==> config.mk <==
export PLATFORM = sky130hd
export DESIGN_NAME = frogger_engine
export DESIGN_NICKNAME = d
export VERILOG_FILES = /design/src/rtl/frogger_engine_pkg.sv /design/src/rtl/frogger_btn_edge.sv /design/src/rtl/frogger_engine.sv
export SDC_FILE = /design/constraint.sdc
export NUM_CORES = 1
export LEC_CHECK = 0
export CORE_ASPECT_RATIO = 0.5
export CORE_MARGIN = 1.5
export CORE_UTILIZATION = 59
export DETAILED_ROUTE_END_ITERATION = 10
export PLACE_DENSITY = 0.95
export REMOVE_ABC_BUFFERS = 1
export SLEW_MARGIN = 15
export SYNTH_ARGS = -nofsm -noshare
export SYNTH_HDL_FRONTEND = slang
export SYNTH_SLANG_ARGS = --single-unit
==> constraint.sdc <==
create_clock -name clk -period 7.25 [get_ports clk]
set_clock_uncertainty 0.15 [all_clocks]
set_input_delay 1.45 -clock clk [delete_from_list [all_inputs] [get_ports clk]]
set_output_delay 1.45 -clock clk [all_outputs]
set_load 0.02 [all_outputs]
==> src/rtl/frogger_engine_pkg.sv <==
// Shared definitions for the Frogger game core: game-state encoding,
// output widths and a saturating score increment.
package frogger_engine_pkg;

  localparam int GAME_STATE_W = 3;
  localparam int SCORE_W      = 8;

  typedef enum logic [GAME_STATE_W-1:0] {
    ST_IDLE = 3'd0,
    ST_PLAY = 3'd1,
    ST_HIT  = 3'd2,
    ST_WIN  = 3'd3,
    ST_OVER = 3'd4
  } game_state_t;

  // Button request vector ordering, highest priority first.
  localparam int REQ_UP    = 3;
  localparam int REQ_DOWN  = 2;
  localparam int REQ_LEFT  = 1;
  localparam int REQ_RIGHT = 0;

  function automatic logic [SCORE_W-1:0] sat_inc(input logic [SCORE_W-1:0] value);
    return (value == {SCORE_W{1'b1}}) ? value : value + 1'b1;
  endfunction

endpackage

==> src/rtl/frogger_btn_edge.sv <==
// One active-low button: two-flop synchroniser followed by falling-edge
// detection, giving a single-cycle press per physical press.
module frogger_btn_edge
  import frogger_engine_pkg::*;
(
  input  logic clk,
  input  logic reset,
  input  logic btn_n,
  output logic press
);

  logic sync1_reg;
  logic sync2_reg;
  logic last_reg;

  // Flops reset high so an idle (released) button never looks like a press.
  always_ff @(posedge clk or negedge reset) begin
    if (!reset) begin
      sync1_reg <= 1'b1;
      sync2_reg <= 1'b1;
      last_reg  <= 1'b1;
    end else begin
      sync1_reg <= btn_n;
      sync2_reg <= sync1_reg;
      last_reg  <= sync2_reg;
    end
  end

  assign press = last_reg & ~sync2_reg;

endmodule

==> src/rtl/frogger_engine.sv <==
// Frogger game core: rotating car lanes, frog movement from edge-detected
// buttons, collision/lives/score bookkeeping and the game-state machine.
module frogger_engine
  import frogger_engine_pkg::*;
#(
  parameter int                     LANES     = 8,
  parameter int                     WIDTH     = 8,
  parameter int                     TICK_DIV  = 100000000,
  parameter logic [LANES*WIDTH-1:0] LANE_INIT = '0,
  parameter logic [LANES-1:0]       LANE_DIR  = '0,
  parameter logic [LANES-1:0]       LANE_SLOW = '0,
  parameter int                     START_COL = 4,
  parameter int                     LIVES     = 3,
  parameter int                     HIT_TICKS = 2
) (
  input  logic                       clk,
  input  logic                       reset,
  input  logic                       up,
  input  logic                       down,
  input  logic                       left,
  input  logic                       right,
  output logic [LANES*WIDTH-1:0]     lanes,
  output logic [$clog2(LANES)-1:0]   frog_row,
  output logic [WIDTH-1:0]           frog_col,
  output logic [GAME_STATE_W-1:0]    game_state,
  output logic [$clog2(LIVES+1)-1:0] lives_left,
  output logic [SCORE_W-1:0]         score,
  output logic                       hit_pulse
);

  localparam int ROW_W   = $clog2(LANES);
  localparam int LIVES_W = $clog2(LIVES + 1);
  localparam int CNT_W   = (TICK_DIV > 1) ? $clog2(TICK_DIV) : 1;
  localparam int HIT_W   = (HIT_TICKS > 1) ? $clog2(HIT_TICKS) : 1;

  localparam logic [ROW_W-1:0] START_ROW = ROW_W'(LANES - 1);
  localparam logic [WIDTH-1:0] START_MSK = WIDTH'(1) << START_COL;

  game_state_t          state_reg;
  logic [ROW_W-1:0]     row_reg;
  logic [WIDTH-1:0]     col_reg;
  logic [LIVES_W-1:0]   lives_reg;
  logic [SCORE_W-1:0]   score_reg;
  logic [HIT_W-1:0]     hit_cnt_reg;
  logic [CNT_W-1:0]     tick_cnt_reg;
  logic                 phase_reg;
  logic [WIDTH-1:0]     lane_reg [LANES];

  logic                 tick;
  logic [3:0]           btn_n;
  logic [3:0]           req;
  logic                 any_req;
  logic                 lane_run;
  logic                 reload;
  logic                 collide;

  // ---------------------------------------------------------------- tick
  assign tick = (tick_cnt_reg == CNT_W'(TICK_DIV - 1));

  always_ff @(posedge clk or negedge reset) begin
    if (!reset) begin
      tick_cnt_reg <= '0;
    end else if (tick) begin
      tick_cnt_reg <= '0;
    end else begin
      tick_cnt_reg <= tick_cnt_reg + 1'b1;
    end
  end

  // ------------------------------------------------------------- buttons
  assign btn_n[REQ_UP]    = up;
  assign btn_n[REQ_DOWN]  = down;
  assign btn_n[REQ_LEFT]  = left;
  assign btn_n[REQ_RIGHT] = right;

  for (genvar gi = 0; gi < 4; gi++) begin : g_btn
    frogger_btn_edge u_btn (
      .clk   (clk),
      .reset (reset),
      .btn_n (btn_n[gi]),
      .press (req[gi])
    );
  end

  assign any_req = |req;

  // --------------------------------------------------------------- lanes
  assign lane_run = tick && (state_reg == ST_PLAY);
  assign reload   = (state_reg == ST_OVER) && any_req;

  for (genvar gi = 0; gi < LANES; gi++) begin : g_lane
    logic step_lane;

    // Slow lanes only advance on ticks where the shared phase bit is set.
    assign step_lane = lane_run && (!LANE_SLOW[gi] || phase_reg);

    always_ff @(posedge clk or negedge reset) begin
      if (!reset) begin
        lane_reg[gi] <= LANE_INIT[gi*WIDTH +: WIDTH];
      end else if (reload) begin
        lane_reg[gi] <= LANE_INIT[gi*WIDTH +: WIDTH];
      end else if (step_lane) begin
        if (LANE_DIR[gi]) begin
          lane_reg[gi] <= {lane_reg[gi][WIDTH-2:0], lane_reg[gi][WIDTH-1]};
        end else begin
          lane_reg[gi] <= {lane_reg[gi][0], lane_reg[gi][WIDTH-1:1]};
        end
      end
    end

    assign lanes[gi*WIDTH +: WIDTH] = lane_reg[gi];
  end

  // Row 0 is the goal and never collides.
  assign collide = (state_reg == ST_PLAY) && (row_reg != '0) &&
                   (|(lane_reg[row_reg] & col_reg));

  // ----------------------------------------------------------------- FSM
  always_ff @(posedge clk or negedge reset) begin
    if (!reset) begin
      state_reg   <= ST_IDLE;
      row_reg     <= START_ROW;
      col_reg     <= START_MSK;
      lives_reg   <= LIVES_W'(LIVES);
      score_reg   <= '0;
      hit_cnt_reg <= '0;
      phase_reg   <= 1'b0;
      hit_pulse   <= 1'b0;
    end else begin
      hit_pulse <= 1'b0;
      if (lane_run) begin
        phase_reg <= ~phase_reg;
      end

      case (state_reg)
        ST_IDLE: begin
          if (any_req) begin
            state_reg <= ST_PLAY;
          end
        end

        ST_PLAY: begin
          if (collide) begin
            hit_pulse   <= 1'b1;
            lives_reg   <= lives_reg - 1'b1;
            hit_cnt_reg <= '0;
            state_reg   <= (lives_reg == LIVES_W'(1)) ? ST_OVER : ST_HIT;
          end else if (req[REQ_UP]) begin
            if (row_reg == ROW_W'(1)) begin
              row_reg   <= '0;
              score_reg <= sat_inc(score_reg);
              state_reg <= ST_WIN;
            end else if (row_reg != '0) begin
              row_reg <= row_reg - 1'b1;
            end
          end else if (req[REQ_DOWN]) begin
            if (row_reg != START_ROW) begin
              row_reg <= row_reg + 1'b1;
            end
          end else if (req[REQ_LEFT]) begin
            if (!col_reg[WIDTH-1]) begin
              col_reg <= col_reg << 1;
            end
          end else if (req[REQ_RIGHT]) begin
            if (!col_reg[0]) begin
              col_reg <= col_reg >> 1;
            end
          end
        end

        ST_HIT: begin
          if (tick) begin
            if (hit_cnt_reg == HIT_W'(HIT_TICKS - 1)) begin
              state_reg <= ST_PLAY;
              row_reg   <= START_ROW;
              col_reg   <= START_MSK;
            end else begin
              hit_cnt_reg <= hit_cnt_reg + 1'b1;
            end
          end
        end

        ST_WIN: begin
          if (tick) begin
            state_reg <= ST_PLAY;
            row_reg   <= START_ROW;
            col_reg   <= START_MSK;
          end
        end

        ST_OVER: begin
          if (any_req) begin
            state_reg <= ST_IDLE;
            lives_reg <= LIVES_W'(LIVES);
            score_reg <= '0;
            row_reg   <= START_ROW;
            col_reg   <= START_MSK;
          end
        end

        default: state_reg <= ST_IDLE;
      endcase
    end
  end

  assign frog_row   = row_reg;
  assign frog_col   = col_reg;
  assign game_state = state_reg;
  assign lives_left = lives_reg;
  assign score      = score_reg;

endmodule

# --- Yosys cells after proc, flatten, opt, wreduce, memory -nomap -nowiden ---
# Index checks and enable logic that the tools add are counted.
totals:
  ff_bits: 129
  in_bits: 6
  elab_cells: 164
classes:
  n_addsub: 6
  n_lt_le_gt_ge: 1
  n_eq_ne: 29
  n_mux: 68
  bitwise: 10
  reduce_logical: 20
ops:
  columns: ["cell", "n"]
  rows:
  - ["$mux W8", 34]
  - ["$mux W3", 19]
  - ["$pmux W8 S4", 1]
  - ["$add A27 B1 Y27 const B", 1]
  - ["$eq A27 B27 Y1 const B", 1]
  - ["$mux W27", 1]
  - ["$bmux W8 S3", 1]
  - ["$ne A2 B2 Y1 const B", 10]
  - ["$reduce_and A10 Y1", 2]
  - ["$pmux W8 S2", 1]
  - ["$pmux W3 S5", 1]
  - ["$pmux W3 S4", 1]
  - ["$reduce_and A11 Y1", 1]
  - ["$ne A3 B1 Y1 const B", 3]
  - ["$ne A3 B2 Y1 const B", 3]
  - ["$reduce_and A9 Y1", 1]
  - ["$add A8 B1 Y8 const B", 1]
  - ["$and A8 B8 Y8", 1]
  - ["$eq A8 B8 Y1 const B", 1]
  - ["$reduce_or A8 Y1", 1]
  - ["$reduce_and A7 Y1", 1]
  - ["$eq A3 B1 Y1 const B", 2]
  - ["$eq A3 B2 Y1 const B", 2]
  - ["$ne A3 B3 Y1 const B", 2]
  - ["other kinds (24)", 42]

# --- Logic depth before layout (Yosys ltp) ---
# Gate-level depths: netlist of the first run.
depth:
  ltp_word: 9
  ltp_mapped: 11
  mapped_depth_nobuf: 9

# --- Hierarchy ---
# A second synthesis of the first run with hierarchy kept.
unflattened:
  hier_cells: 643
  area_unflattened_um2: 6304.8
by_module_without_submodules:
  columns: ["mod", "instances", "cells_per_inst", "area_each_um2", "seq_area_each_um2"]
  rows:
  - ["frogger_engine", 1, 627, 5934.4, 2935.3]
  - ["frogger_btn_edge", 4, 4, 92.6, 78.8]

# --- Worst setup path before layout of the first run ---
# No wires, ideal clock.
synth_path:
  path_kind: "register to register"
  startpoint: "register row_reg[0], in the netlist frog_row[0]"
  endpoint: "register col_reg[3], in the netlist frog_col[3]"
  setup_time_ns: 0.125
  arrival_ns: 2.727
  required_time_ns: 6.975
  setup_slack_ns: 4.248
  stages_incl_launch_ff: 10
  period_less_slack_ns: 3.002
  path_cell_list: "dfstp_2 -> buf_6 -> buf_8 -> mux4_2 -> a22oi_2 -> o221ai_2 -> o31ai_4 -> o22ai_2 -> a21oi_4 -> mux2_2"
synth_between:
  elab_chain_cells: 9
  elab_cells_between_ends: 11
  cone_classes: "1 x eq/ne; 3 x mux; 2 x bitwise; 5 x reduce/logical"
synth_rtl:
  columns: ["element", "line", "text"]
  rows:
  - ["start: declaration", "frogger_engine.sv:40", "logic [ROW_W-1:0] row_reg;"]
  - ["start signal: assignment", "frogger_engine.sv:154", "row_reg <= row_reg - 1'b1;"]
  - ["start signal: assignment", "frogger_engine.sv:158", "row_reg <= row_reg + 1'b1;"]
  - ["$not A3 Y4 (implied by the code)", "frogger_engine.sv:116", "(|(lane_reg[row_reg] & col_reg));"]
  - ["$bmux W8 S3", "frogger_engine.sv:116", null]
  - ["$mux W8 (implied by the code) (2 in a row)", "frogger_engine.sv:116", null]
  - ["$and A8 B8 Y8", "frogger_engine.sv:116", null]
  - ["$reduce_or A8 Y1", "frogger_engine.sv:116", null]
  - ["$logic_and A1 B1 Y1 (*)", "frogger_engine.sv:115", "assign collide = (state_reg == ST_PLAY) && (row_reg != '0) &&"]
  - ["$ne A2 B2 Y1 (no source line) (*)", null, null]
  - ["$reduce_and A11 Y1 (no source line) (*)", null, null]
  - ["end signal: assignment", "frogger_engine.sv:162", "col_reg <= col_reg << 1;"]
  - ["end signal: assignment", "frogger_engine.sv:166", "col_reg <= col_reg >> 1;"]
  - ["end: declaration", "frogger_engine.sv:41", "logic [WIDTH-1:0] col_reg;"]
# Mark *: on every way between the ends. The rest lies on a longest branch, timed or not. The select of a mux whose other input is x is not followed.
# A chain may end at the register's enable or synchronous reset.

# --- Worst setup path in the final report of the first run ---
layout_path:
  startpoint: "register row_reg[0], in the netlist frog_row[0]"
  endpoint: "output frog_row[0]"
layout_lines:
  columns: ["element", "line", "text"]
  rows:
  - ["end: declaration", "frogger_engine.sv:23", "output logic [$clog2(LANES)-1:0] frog_row,"]
# No word-level cell between the ends.

==> reports/results.ini, run 1 <==
[hold_path]
hold_path_class=flop to flop
min_from=g_btn[1].u_btn.sync1_reg
min_to=g_btn[1].u_btn.sync2_reg
holdPathStages=0

[synthesis]
yosys.area_share.xor_xnor=0.03333
synth_mux_area_frac=0.09205
yosysSeqAreaShare=0.5154
async_flop_share=1.000
synthCells=625
synth-edff-count=0
synth-adder-area-share=0.01587
synthSimpleGateAreaFrac=0.1920
synth_cell_types=67
synth.cell_area_sq_um=6307
synth_top_cell_by_area=dfrtp_1
ys.warnings.count=0
synth_seq_cells=129
ys_dominant_reg_cell=dfrtp_1
avgSynthCellArea_sq_um=10.09
synthTopCellsByArea=dfrtp_1 (44%), nand2_1 (9.0%), dfstp_2 (7.5%), a21oi_1 (6.4%), mux4_1 (4.2%)
synth_top_family_by_area=simple AND/OR/NAND/NOR gates
synth_top_cell_area_share=0.4404
synth-compound-area-share=0.1220

[layout]
nets=725
largest_reg_flops=64
area_growth_pct=25.17
num_antenna_cells=0
drive_above_1_share=0.1188

[setup_path]
r2r_slack_ns=3.62
cp_slowest_stage_delay_ns=0.90
rr_endpoint=frog_col[5]
end_kind=output port
cp_slowest_cell=dfstp_2
worstPathMaxFanout=20
cp-start-kind=flop
cp.required_ns=5.65
crit_chain=clkdlybuf4s50_1
path_buf_inv=1
crit_arrival_ns=2.05
path_delay_family=flip-flops
reg2reg_from=frog_row[0]
worstSetupPathType=flop to output port
rr_worst_depth=7

[floorplanning]
rows=26
die_width_um=149.2
die_y_um=76.11
die_area_sq_um=11360
start_util=0.6116
ioPinCount=95
design.core.area_sq_um=10310

[clock_tree]
cts_hold_buf=0
cts-buffers-inserted=17
clock_sink_count=129
htreeDepth=4
clock-root-buffer=clkbuf_16
cts_tree=built
clockBufferDepth=2
cts_resized=0
cts.clk_slew.worst_paths_ns=0.06
cts_setup_buffers=0
insertion_delay_ns=0.42

[detailed_routing]
dr_total_vias=5641
drt-pass1-iter-count=6
drc=0
wirelength_um=18740
avgViaCountPerCell=6.529
drtAntennaViolNets=0
detail_route.wl_per_cell_um=21.69
drt_iter0_markers=815

[placed_design]
hpwl_um=10780
place_congestion=0.8141
port_buffers=94

[global_route]
grt_overflow=0
grt_use_total=0.3521
grt_pass1_wl_um=30770
antenna_found_initial=0
grt_pass1_vias=5713
grt_max_degree=80

[timing]
period_share=0.5037
setup_viol=0
whs_ns=0.2027
tightest_slew_ns=1.173
slew_headroom=0.2123
rsz0062_at_grt=false
final_max_slew_viol_count=0
min_period_ns=3.652
hold_viol_final=0
fin_tns_setup_ns=0
max_freq_mhz=273.8

[pwr]
p_leak_nw=3.344
powerDensity_nw_per_um2=279.4
peakVddDrop_mv=0.1910

[outcome]
status=completed

[run]
maxCapViolCount=0

cells in the final DEF (no fill, tap or decap), drive strengths merged, types with 7 or more instances in the layout:
cell type	n
xnor2	13
o21ai	13
clkbuf	18
dfrtp	111
nand2b	9
mux4	16
xor2	11
nor3	7
nand3	13
nand2	152
a21oi	82
clkdlybuf4s50	93
dfstp	18
mux2i	10
inv	19
mux2	7
nand4	7
nor2	35
ha	8
layout make-up:
type	instances	area [sq um]
Timing Repair Buffer	98	968.4
Fill cell	569	2417
Sequential cell	129	3251
Inverter	12	45.04
Clock buffer	18	439.2
Clock inverter	14	122.6
Multi-Input combinational cell	453	2894
Tap cell	140	175.2
worst register-to-register path: cells and delay by family (launching register included):
family | cells | cell delay (ns)
compound gates | 5 | 1.39
mux | 2 | 1.07
flops | 1 | 0.90
stage by stage:
step	std cells	setup slack (ns)	util	total power [mW]	cell area [sq um]
global placement	832	3.984	0.7106	1.324	7328
global route	864	3.527	0.7656	2.271	7895
floorplan	594	2.389	-	1.159	6167
CTS	864	3.593	0.7651	2.188	7890
finish	864	3.598	0.7656	2.206	7895
detailed placement	832	3.888	0.7106	1.350	7328
Yosys cell counts (3+ instances only):
master    number
nand2_1      151
dfrtp_1      111
a21oi_1       81
nor2_1        34
clkbuf_1      25
dfstp_2       18
nand3_1       13
xnor2_1       13
inv_1         12
o21ai_0       12
xor2_1        11
mux2i_1       10
mux4_1        10
nand2b_1       9
ha_1           8
nor3_1         7
and2_1         6
and3_1         6
mux4_2         6
nand4_1        6
or3_1          6
buf_2          4
mux2_2         4
a22oi_1        3
and4_1         3
nand3b_1       3
nor2b_1        3
layer usage:
metal  share of wire  GRT usage  routed length (um)  up-vias
li1                -          -                   -     2345
met1            0.37     0.4592                6954     2726
met2            0.47     0.5435                8726      428
met3            0.10    0.07425                1871      142
met4           0.063     0.2178                1190        0
met5               0          0                   0        -
power by group:
group / leakage (nW) / switching, mW / total (mW) / internal [mW]
registers: 1.72 / 0.112 / 0.881 / 0.769
logic: 1.36 / 0.297 / 0.499 / 0.201
clock network: 0.264 / 0.369 / 0.826 / 0.457
kinds of logic after synthesis:
logic type	Yosys count
XOR/XNOR	24
AO/OA/AOI/OAI	125
flip-flops	129
buffers and inverters	43
adder cells (fa/ha/maj)	8
AND/OR/NAND/NOR	263
multiplexers	33
worst max-delay path by stage:
stage | from | end | slack, ns | cells after the start
after global routing | frog_row[0] | frog_col[5] | 3.53 | 7
after detailed placement | frog_row[0] | frog_col[3] | 3.89 | 7
after floorplan | game_state[1] | frog_col[3] | 2.39 | 7
after global placement | frog_row[0] | frog_col[3] | 3.98 | 7
after CTS | frog_row[0] | frog_row[0] | 3.59 | 1
final | frog_row[0] | frog_row[0] | 3.60 | 1
No activity file was read; power rests on OpenSTA's default activity.
==> inputs of run 2 (changes only) <==
CORE_UTILIZATION = 49   (was 59)
PLACE_DENSITY = 0.88   (was 0.95)
clock period = 3.3 ns   (was 7.25 ns; I/O delays follow)
==> run 2 against run 1 <==
Clock-buffer cell count is 2 higher. The flow now finishes with violations (hold timing). Largest cell class unchanged. Highest routed layer unchanged. Cell count is 4.7% higher. Setup slack worse by 3.6 ns. Global-route usage is 8.7 points lower. Core utilization is 12 points lower. Final area is 2.7% higher. Routed wire length is 7.6% lower.
==> reports/results.ini, run 2 (synthesis results as in run 1) <==
[clock_tree]
clock_sink_count=129
insertion_delay_ns=0.43
htreeDepth=4
cts_hold_buf=0
cts-buffers-inserted=17
clockBufferDepth=2
cts.clk_slew.worst_paths_ns=0.06
cts_tree=built
clock-root-buffer=clkbuf_16

[layout]
drive_above_1_share=0.1320
area_growth_pct=28.53
seqCellArea_sq_um=3251
fillers=890
largest_reg_flops=64
multi_input_area_sq_um=2895
mostFrequentLayoutCell=nand2_1
final_cell_mix=nand2_1 (150), dfrtp_1 (111), clkdlybuf4s50_1 (93)
nets=736
num_antenna_cells=0

[setup_path]
r2r_slack_ns=0.02
path_delay_family=compound AO/OA/AOI/OAI gates
cp-start-kind=flop
worstSetupPathType=flop to flop
worstPathMaxFanout=10
path_depth=8
cp_slowest_stage_delay_ns=0.63
rr_worst_depth=8
rr_endpoint=frog_col[5]
critPathCapture=frog_col[5]
cp.required_ns=3.45
crit_chain=buf_12 > mux4_1 > a22oi_1 > o221ai_2 > o31ai_4 > o22ai_2 > a21oi_4 > mux2_2
crit_arrival_ns=3.43
cp-startpoint=frog_row[0]
end_kind=flop
cp_slowest_cell=dfstp_2
reg2reg_from=frog_row[0]
path_buf_inv=1

[timing]
min_period_ns=3.279
period_share=0.9935
whs_ns=-0.00008960
slew_headroom=0.5577
setup_viol=0
hold_viol_final=3
finalWorstSetupSlack_ns=0.02142
tightest_slew_ns=0.6635
fin_tns_setup_ns=0
max_freq_mhz=305.0
final_max_slew_viol_count=0
rsz0062_at_grt=false

[detailed_routing]
drtAntennaViolNets=0
detail_route.wl_per_cell_um=19.14
drc=0
drt_iter0_markers=614
avgViaCountPerCell=5.945
dr_total_vias=5380
wirelength_um=17320
drt-pass1-iter-count=5

[hold_path]
hold_path_class=input port to async pin

[placed_design]
place_congestion=0.8395
port_buffers=94
post-place-ws_ns=0.07586
hpwl_um=10850

[outcome]
failed_checks=hold timing
status=complete, but fails checks

[global_route]
grt_overflow=0
grt_pass1_vias=5400
antenna_found_initial=0
grt_use_total=0.2646
grt_max_degree=72
grt_pass1_wl_um=27830

[pwr]
p_leak_nw=3.428
powerDensity_nw_per_um2=621.6
peakVddDrop_mv=0.4876

[floorplanning]
start_util=0.4995
die_area_sq_um=13600
design.core.area_sq_um=12630
ioPinCount=95
die_width_um=163.5
rows=29
die_y_um=83.23

[run]
maxCapViolCount=0

run 2: cell types whose count changed in the layout (fill, tap and decap cells not counted), moves of 2 or more:
cell	change
buf_12	+3
buf_4	+8
bufinv_16	+3
clkinv_2	+2
inv_6	-4
inv_8	-2
run 2: area by class of cell:
| type | count | share of cell area |
|---|---|---|
| repair buffers | 109 | 0.1343 |
| flip-flops and latches | 129 | 0.4010 |
| clock inverters | 12 | 0.01945 |
| multi-input cells | 453 | 0.3572 |
| clock buffers | 20 | 0.05634 |
| inverters | 12 | 0.005556 |
| well taps | 170 | 0.02624 |
run 2: layer usage:
metal  up-vias  routed length (um)  track usage
li1       2369                   -            -
met1      2625                6806       0.3373
met2       309                8508       0.4318
met3        77                1391      0.06294
met4         0                 618       0.1165
met5         -                   0            0
run 2: how the worst min path moves through the flow:
stage / end / cells past startpoint
after detailed placement: g_btn[3].u_btn.sync2_reg / 0
after floorplan: g_btn[0].u_btn.sync2_reg / 0
final: score[7] / 1
after global routing: tick_cnt_reg[19] / 1
after global placement: g_btn[2].u_btn.sync2_reg / 0
after CTS: tick_cnt_reg[19] / 1
run 2: through the flow:
stage	cells	hold slack [ns]	area (sq um)	util	power, mW
5_1_grt	905	0.01552	8107	0.6420	5.212
4_1_cts	901	0.001304	8070	0.6391	4.980
2_1_floorplan	594	0.1952	6167	-	2.546
6_report	905	-0.00008960	8107	0.6420	5.039
3_5_place_dp	869	0.1979	7456	0.5905	3.028
3_3_place_gp	869	0.1962	7456	0.5905	2.982
run 2: report_power, final:
part           internal (mW)  total, mW  leakage (nW)  switching [mW]
combinational          0.521       1.20          1.42           0.674
sequential              1.69       1.89          1.72           0.197
clock                   1.23       1.96         0.293           0.727
run 2: repair_timing:
action	CTS	global route
hold endpoints to repair	0	0
setup buffers	0	4
gates resized for setup	0	1
setup endpoints to repair	0	5
==> inputs of run 3 (changes only) <==
PLACE_DENSITY = unset   (was 0.88)
PLACE_DENSITY_LB_ADDON = 0.15   (was unset)
==> run 3 against run 2 <==
The flow now finishes without violations. Final area shrank 0.93%. Maximum frequency grew 3.9%. Sequential power is essentially flat. Die area is the same. Cell count shrank 0.33%. Via count shrank 6.1%. Flip-flop and latch count is the same. Core utilization shrank 0.59 points. Global-route usage shrank 2.9 points. Highest routed layer unchanged. Largest power group is now registers. Non-clock buffer count shrank 3. Routed wire length shrank 12%.
==> reports/results.ini, run 3 (synthesis results as in run 1) <==
[setup_path]
reg2reg_from=frog_row[0]
r2r_slack_ns=0.15
cp-start-kind=flop
rr_endpoint=frog_col[3]
cp-startpoint=frog_row[0]
cp.required_ns=3.44
rr_worst_depth=8
end_kind=flop
worstPathMaxFanout=14
crit_arrival_ns=3.29
worstSetupPathType=flop to flop

[hold_path]
hold_path_class=input port to async pin

[placed_design]
hpwl_um=10120
port_buffers=94
dp_cells=870
place_area_sq_um=7463
place_congestion=0.7653

[clock_tree]
cts_setup_buffers=0
cts_resized=0
cts_tree=built
cts.clk_slew.worst_paths_ns=0.06
clock_sink_count=129
cts_hold_buf=0
clock-root-buffer=clkbuf_16
insertion_delay_ns=0.41
cts-buffers-inserted=17
htreeDepth=4
clockBufferDepth=2

[timing]
min_period_ns=3.154
setup_viol=0
tightest_slew_ns=0.6966
final_max_slew_viol_count=0
hold_viol_final=0
max_freq_mhz=317.0
slew_headroom=0.5356
rsz0062_at_grt=false
period_share=0.9559

[detailed_routing]
wirelength_um=15270
drt-pass1-iter-count=5
detail_route.wl_per_cell_um=16.93
dr_total_vias=5054
drc=0
avgViaCountPerCell=5.603
drt_iter0_markers=392
drtAntennaViolNets=0

[pwr]
powerDensity_nw_per_um2=598.8
p_leak_nw=3.384
peakVddDrop_mv=0.5229

[floorplanning]
rows=29
ioPinCount=95
die_y_um=83.23
start_util=0.4995
die_width_um=163.5
design.core.area_sq_um=12630
die_area_sq_um=13600

[layout]
final_cell_mix=nand2_1 (150), dfrtp_1 (111), clkdlybuf4s50_1 (93)
fillers=1049
stdcell_count=902
drive_above_1_share=0.1270
num_antenna_cells=0
nets=733
area_growth_pct=27.34
stdcell_area_sq_um=8031
mostFrequentLayoutCell=nand2_1
largest_reg_flops=64

[run]
maxCapViolCount=0

[global_route]
grt_max_degree=65
grt_pass1_vias=4817
antenna_found_initial=0
grt_overflow=0
grt_pass1_wl_um=25220
grt_use_total=0.2358

[outcome]
status=completed

[run 3: cell count changes in the layout (fill, tap and decap cells not counted)]
| cell | previous run | this run |
|---|---|---|
| inv_6 | 1 | 6 |
| buf_4 | 13 | 10 |
| clkinv_4 | 3 | 0 |
| bufinv_16 | 3 | 1 |
| clkinvlp_4 | 3 | 5 |
| a31oi_1 | 0 | 1 |
| a31oi_2 | 1 | 0 |
| clkbuf_8 | 2 | 1 |
| clkinv_2 | 2 | 1 |
[run 3: worst max path at each step]
stage	end	slack, ns	cells past startpoint
floorplan	frog_col[3]	-1.56	7
global placement	frog_col[3]	0.24	8
detailed placement	frog_col[3]	0.17	8
CTS	frog_col[3]	0.15	8
global route	frog_col[3]	0.02	8
finish	frog_col[3]	0.15	8
[run 3: stage by stage]
step	setup WS (ns)	hold WS, ns	power [mW]	util	TNS [ns]
finish	0.1456	0.08394	4.809	0.6360	0
global route	0.01624	0.1090	5.034	0.6360	0
CTS	0.1465	0.09956	4.841	0.6360	0
detailed placement	0.1651	0.1982	3.019	0.5911	0
global placement	0.2413	0.1956	2.996	0.5911	0
floorplan	-1.561	0.1952	2.546	-	-58.20
[run 3: final cells by class]
type	count	area (sq um)	share of cell area
timing repair buffer	106	1066	0.1327
clock inverter	13	125.1	0.01558
tap	170	212.7	0.02648
inverter	12	45.04	0.005608
multi-input combinational	453	2889	0.3597
clock buffer	19	442.9	0.05515
sequential	129	3251	0.4047
[run 3: per-layer routing]
layer | share of wire | track usage | vias up
met4 | 0.0069 | 0.07190 | 0
met3 | 0.049 | 0.04995 | 12
met5 | 0 | 0 | -
met2 | 0.47 | 0.3590 | 126
met1 | 0.47 | 0.3394 | 2530
li1 | - | - | 2386
[run 3: where the power goes]
group	switching [mW]	internal (mW)	leakage [nW]
clock	0.748	1.07	0.264
combinational	0.643	0.489	1.41
sequential	0.171	1.69	1.72
total	1.56	3.25	3.38
[run 3: critical path: stages (launching register included)]
cell and delay (ns):
dfstp_2 0.55, buf_12 0.16, mux4_1 0.57, mux2i_1 0.28, o221ai_2 0.17, o31ai_4 0.36, o22ai_2 0.17, a21oi_4 0.26
mux2_2 0.37
